[config.mk]
export PLATFORM = sky130hd
export DESIGN_NAME = add_round_key_stream
export DESIGN_NICKNAME = d
export VERILOG_FILES = /design/src/rtl/add_round_key_stream.sv
export SDC_FILE = /design/constraint.sdc
export NUM_CORES = 1
export LEC_CHECK = 0
export CORE_MARGIN = 5
export CORE_UTILIZATION = 50
export CTS_BUF_LIST = sky130_fd_sc_hd__clkbuf_4 sky130_fd_sc_hd__clkbuf_8
export DETAILED_ROUTE_END_ITERATION = 8
export GPL_TIMING_DRIVEN = 0
export PLACE_DENSITY = 0.85
export SLEW_MARGIN = 20
export SYNTH_ARGS = -nofsm -noshare
export SYNTH_HDL_FRONTEND = slang
export SYNTH_SLANG_ARGS = --single-unit
[constraint.sdc]
create_clock -name clock -period 4.69 [get_ports clock]
set_input_delay 0.469 -clock clock [delete_from_list [all_inputs] [get_ports clock]]
set_output_delay 0.469 -clock clock [all_outputs]
set_load 0.005 [all_outputs]
[src/rtl/add_round_key_stream.sv]
// AES AddRoundKey stage between streaming FIFOs: XORs each state block with a round key
// that is reused for a programmable number of blocks, with a one-entry output register.
module add_round_key_stream #(
    parameter int DATA_W    = 128,
    parameter int CNT_W     = 8,
    parameter int BLK_CNT_W = 32
) (
    input  logic                 clock,
    input  logic                 reset,
    input  logic [DATA_W-1:0]    in_state,
    output logic                 in_state_rd,
    input  logic                 in_state_empty,
    input  logic [DATA_W-1:0]    round_key,
    output logic                 round_key_rd,
    input  logic                 round_key_empty,
    input  logic [CNT_W-1:0]     blocks_per_key,
    output logic [DATA_W-1:0]    out_state,
    output logic                 out_state_wr,
    input  logic                 out_state_full,
    output logic [BLK_CNT_W-1:0] block_count
);

    // state    | meaning
    // NO_KEY   | no key held; a block needs a key pop (bypass or load-only)
    // KEY_HELD | key_q valid for uses_left more blocks
    typedef enum logic {NO_KEY, KEY_HELD} state_t;

    state_t               state, state_nx;
    logic [DATA_W-1:0]    key_q;
    logic [DATA_W-1:0]    out_q, out_nx;
    logic [CNT_W-1:0]     uses_left, uses_nx, n_eff;
    logic                 out_vld, out_load, key_load, out_fire, out_free;
    logic                 st_rd, key_rd;
    logic [BLK_CNT_W-1:0] blk_cnt_q;

    assign n_eff        = (blocks_per_key == '0) ? CNT_W'(1) : blocks_per_key;
    assign out_fire     = out_vld && !out_state_full && !reset;
    assign out_free     = !out_vld || out_fire;
    assign out_state_wr = out_fire;
    assign out_state    = out_q;
    assign block_count  = blk_cnt_q;
    assign in_state_rd  = st_rd;
    assign round_key_rd = key_rd;

    always_comb begin
        state_nx = state;
        uses_nx  = uses_left;
        out_nx   = '0;
        out_load = 1'b0;
        key_load = 1'b0;
        st_rd    = 1'b0;
        key_rd   = 1'b0;
        if (!reset) begin
            case (state)
                NO_KEY: begin
                    if (!round_key_empty && !in_state_empty && out_free) begin
                        key_rd   = 1'b1;
                        st_rd    = 1'b1;
                        out_load = 1'b1;
                        out_nx   = in_state ^ round_key;
                        if (n_eff != CNT_W'(1)) begin
                            key_load = 1'b1;
                            uses_nx  = n_eff - CNT_W'(1);
                            state_nx = KEY_HELD;
                        end
                    end else if (!round_key_empty) begin
                        // no block can go this cycle, so park the key for later
                        key_rd   = 1'b1;
                        key_load = 1'b1;
                        uses_nx  = n_eff;
                        state_nx = KEY_HELD;
                    end
                end
                KEY_HELD: begin
                    if (!in_state_empty && out_free) begin
                        st_rd    = 1'b1;
                        out_load = 1'b1;
                        out_nx   = in_state ^ key_q;
                        uses_nx  = uses_left - CNT_W'(1);
                        if (uses_left == CNT_W'(1)) state_nx = NO_KEY;
                    end
                end
                default: state_nx = NO_KEY;
            endcase
        end
    end

    always_ff @(posedge clock) begin
        if (reset) begin
            state     <= NO_KEY;
            key_q     <= '0;
            uses_left <= '0;
            out_vld   <= 1'b0;
            out_q     <= '0;
            blk_cnt_q <= '0;
        end else begin
            state     <= state_nx;
            uses_left <= uses_nx;
            if (key_load) key_q <= round_key;
            // a refill wins over a drain so back-to-back blocks never bubble
            if (out_load) begin
                out_q   <= out_nx;
                out_vld <= 1'b1;
            end else if (out_fire) begin
                out_vld <= 1'b0;
            end
            if (out_fire) blk_cnt_q <= blk_cnt_q + BLK_CNT_W'(1);
        end
    end

endmodule

# ---- Word-level counts from Yosys, hierarchy flattened
# Cells that the tools add are included.
dict set report classes {
  add_sub_neg 3
  n_eq_ne 5
  muxes 26
  reduce_logical 14
  bitwise_logic 3
}
# operator count
set ops {}
lappend ops {{$mux 128} 2}
lappend ops {{$pmux 128 s2} 1}
lappend ops {{$xor 128x128->128} 2}
lappend ops {{$mux 8} 5}
lappend ops {{$add 32x1->32 const B} 1}
lappend ops {{$pmux 8 s2} 1}
lappend ops {{$sub 8x1->8 const B} 2}
lappend ops {{$mux 1} 15}
lappend ops {{$eq 8x1->1 const B} 1}
lappend ops {{$logic_not 8->1} 1}
lappend ops {{$ne 8x1->1 const B} 1}
lappend ops {{$ne 3x3->1 const B} 2}
lappend ops {{$logic_and 1x1->1} 5}
lappend ops {{$logic_not 1->1} 5}
lappend ops {{$pmux 1 s2} 2}
lappend ops {{$reduce_and 3->1} 1}
lappend ops {{$ne 2x1->1 const B} 1}
lappend ops {{$reduce_bool 2->1} 1}
lappend ops {{$logic_or 1x1->1} 1}
lappend ops {{$not 1->1} 1}
dict set report word_totals {
  inputBits 269
  word_cells 57
  regBits 298
}

# ---- Longest topological paths before layout
dict set report depth {
  word_depth 9
  mapped_depth 11
  depth_no_buf 9
}

# ---- Worst setup path before layout
# No wires, ideal clock.
dict set report synth_path {
  kind {input port to flip-flop}
  startpoint {in blocks_per_key[4]}
  endpoint {reg key_q[33]}
  t_arrival_ns 2.088
  setup_slack_ns 2.485
  stages 10
  path_buffers 2
  required_time_ns 4.573
  path_cell_list {nor4_2 -> a21oi_1 -> inv_1 -> ha_1 -> nor3b_1 -> and4_1 -> nor3_1 -> buf_2 -> buf_2 -> a22o_1}
}
dict set report synth_via {
  elab_chain_cells 7
}
# item line
set synth_rtl {}
lappend synth_rtl {{from (decl)} 16} ;# input logic [CNT_W-1:0] blocks_per_key,
lappend synth_rtl {{$logic_not 8->1} 36} ;# assign n_eff = (blocks_per_key == '0) ? CNT_W'(1) : blocks_per_key;
lappend synth_rtl {{$mux 8 (*)} 36}
lappend synth_rtl {{$ne 8x1->1 (*)} 61} ;# if (n_eff != CNT_W'(1)) begin
lappend synth_rtl {{$mux 1 (*)} 61}
lappend synth_rtl {{$mux 1 (*)} 56} ;# if (!round_key_empty && !in_state_empty && out_free) begin
lappend synth_rtl {{$mux 1 (*)} 54} ;# case (state)
lappend synth_rtl {{$mux 1 (*)} 53} ;# if (!reset) begin
lappend synth_rtl {{to (signal assigned)} 99} ;# if (key_load) key_q <= round_key;
lappend synth_rtl {{to (decl)} 29} ;# logic [DATA_W-1:0] key_q;
# Mark *: on every way between the ends. The rest lies on a longest branch, timed or not.
# A chain may end at the register's enable or synchronous reset.

# ---- Worst setup path after layout
dict set report layout_path {
  startpoint {reg state}
  endpoint {out round_key_rd}
}
dict set report layout_via {
  elab_chain_cells 2
}
# item line
set layout_rtl {}
lappend layout_rtl {{from (decl)} 28} ;# state_t state, state_nx;
lappend layout_rtl {{from (signal assigned)} 97} ;# state <= state_nx;
lappend layout_rtl {{$mux 1} 54}
lappend layout_rtl {{$mux 1} 53}
lappend layout_rtl {{to (decl)} 14} ;# output logic round_key_rd,
# No other way between the ends.

==> metrics.cfg <==
[global_route]
grt_usage=0.294
grt_pass1_wl_um=73600
grt_max_degree=13
antenna_found_initial=4
grt_overflow=0
first_global_vias=13627

[pwr]
power_leakage_nw=7.05
total_power_w=0.00693
powerDensity_nw_per_um2=353
peakVddDrop_mv=0.198

[synthesis]
synth_edf_count=0
synthSimpleGateAreaFrac=0.125
synth_top_area_frac=0.435
synth_seq_cells=298
yosysTopAreaCell=dfxtp_1
synthCells=1544
synth_warnings=0
synth-compound-area-share=0.213
avgSynthCellArea_um2=8.88
yosys-top-cells-area=dfxtp_1, xnor2_1, a22o_1, nand2_1, o22ai_1
synthDistinctLibCells=51
synth_fp_nets=1818
synthAdderAreaFrac=0.00456
synth_async_sr_flop_share=0
synth_area_um2=13700
synth_top_family_by_area=compound AO/OA/AOI/OAI gates
ys_seq_area_frac=0.435
post_synth_mux_area_share=0.00146
synthFlopType=dfxtp_1
synth_xor_area_frac=0.176

[sta]
fin_skew_ns=0.0291
fmax_mhz=284
hold-worst-slack_ns=0.453
relSlewSlack=0.386
worst_pin_slew_ns=0.921
drv_slew=0
fin_crit_ns=3.52
hold_violations=0
fin_crit_sh=0.750
rsz0062_at_grt=false
tns_ns=0
setup_viol=0

[hold_path]
worstHoldEndpoint=out_state[119]$_SDFFE_PP0P_
hp-start=out_state[119]$_SDFFE_PP0P_
hold_class=register to register
holdPathStages=2

[detailed_routing]
drt-initial-drc-count=1050
met1Wirelength_um=18800
totalWireLength_um=48500
ant_nets=0
drc_errors=0
wire_per_inst_um=20.1
num_vias=13809
wl_met2_um=23500
post_drt_via_cell_ratio=5.72
top_layer=met4
wl_met3_um=3870
drt_first_pass_iters=7

[clock_network]
cts_made_buffers=50
clk_latency_ns=0.57
root_buffer=clkbuf_8
clk_pin_slew_worst_paths_ns=0.06
postCtsHoldBufs=0
cts.sinks=298
clk_path_buf_depth=3
cts_resized=0
post_cts_buffers=0
cts_tree=done
ctsHtreeMaxLevel=2

[setup_path]
cpMostUsedCell=clkbuf_1
cp_max_fo=10
reg2reg_from=out_vld$_SDFFE_PP0P_
endpoint_kind=output port
ff2ff_setup_slack_ns=2.20
cp_data_arrival_time_ns=3.05
critPathKind=register to output port
crit_chain=clkbuf_1, or2_0, clkbuf_1, clkbuf_1, buf_2, nor2_1, clkdlybuf4s50_1
cp_slowest_cell=clkbuf_1
worstRegToRegCells=8
cp.required_ns=4.22
cp-start-kind=register
cpPeakStageDelay_ns=0.67
r2r-end=out_state[76]$_SDFFE_PP0P_

[placement]
place_congestion=0.931
detailed_place_hpwl_um=35800
portBuffers=431

[die]
die_w_um=176
core-area_um2=27000
ios=432
initial_core_util=0.509
chipHeight_um=176
rows=60
dieArea_um2=30800

[final_layout]
layout.nets=2301
mostFrequentLayoutCells=clkdlybuf4s50_1, dfxtp_1, nand2_1, xnor2_1, a21oi_1
area.growth.synth_to_final_pct=43.1
layout_commonest_cell=clkdlybuf4s50_1
layout-drive-gt1-share=0.0750

[run]
max_cap_violations=0

[status]
outcome=finished, final reports clean

## layout make-up
class | instances | area (um^2)
well taps | 341 | 427
repair buffers | 431 | 4310
multi-input cells | 1111 | 7140
fillers | 2001 | 7320
diodes | 4 | 10.0
inverters | 20 | 75.1
clock inverters | 12 | 110
plain buffers | 115 | 541
clock buffers | 81 | 1050
flip-flops and latches | 298 | 5970
## worst max-delay path by stage
stage | from | slack, ns | to | cells after the start
6_report | state$_SDFF_PP0_ | 1.17 | round_key_rd | 7
5_1_grt | state$_SDFF_PP0_ | 1.00 | round_key_rd | 7
4_1_cts | state$_SDFF_PP0_ | 1.13 | round_key_rd | 7
3_5_place_dp | blocks_per_key[4] | 1.04 | key_q[2]$_SDFFE_PP0P_ | 11
3_3_place_gp | blocks_per_key[4] | 1.13 | key_q[25]$_SDFFE_PP0P_ | 11
2_1_floorplan | blocks_per_key[4] | 2.48 | key_q[33]$_SDFFE_PP0P_ | 10
## cell families (layout without fill, tap and decap cells)
kind of cell,Yosys count,in the layout
adders and majority gates,5,5
DFF,298,298
muxes,2,2
buffers and inverters,135,659
xor gates and xnor gates,276,276
and+or+nand+nor,396,396
AOI/OAI and AO/OA,432,432
other,0,4
## cell usage after synthesis (2+ instances only)
library cell  number
a311o_1            6
nor3_1            10
xnor2_1          252
and4_1             8
nand3_1           11
nand2b_1           2
a22o_1           128
nand2_1          262
xor2_1            24
nand4_1           18
ha_1               5
buf_2             42
dfxtp_1          298
or3_1              3
o311ai_0           6
buf_4             13
a211o_1            2
mux2i_1            2
inv_1             19
nor2_1            49
a41oi_1            2
a21oi_1          142
and2_1             6
or4_1              2
o41ai_1            2
buf_1             17
and3_1            10
o21ai_0            7
o31ai_1            3
nor4_1             9
clkbuf_1          42
o22ai_1          123
## layer usage
layer | track usage | up-vias
met5 | 0 | -
met4 | 0.146 | 0
met3 | 0.0695 | 155
met2 | 0.500 | 657
met1 | 0.349 | 6595
li1 | - | 6402
## state kept, by name, summed over array words and instances, names as in the netlist
signal and flops:
block_count 32, out_vld 1, key_q 128, uses_left 8, out_state 128, state 1
## per-stage QoR
| stage | worst slack [ns] | std cells | cell area (um^2) | util |
|---|---|---|---|---|
| 2_1_floorplan | 2.48 | 1544 | 13700 | - |
| 3_3_place_gp | 1.13 | 2316 | 18500 | 0.685 |
| 3_5_place_dp | 1.04 | 2316 | 18500 | 0.685 |
| 4_1_cts | 1.13 | 2409 | 19600 | 0.728 |
| 5_1_grt | 1.00 | 2413 | 19600 | 0.728 |
| 6_report | 1.17 | 2413 | 19600 | 0.728 |
## critical path: cells and delay by family (launching register included)
family | cells | cell delay, ns
buf+inv | 5 | 1.96
flops | 1 | 0.31
simple gates | 2 | 0.24
## power by group
| group | internal [W] | switching [W] |
|---|---|---|
| Sequential | 0.00272 | 0.000125 |
| Combinational | 0.000768 | 0.000705 |
| Clock | 0.00153 | 0.00108 |
No activity file was read; power rests on OpenSTA's default activity.
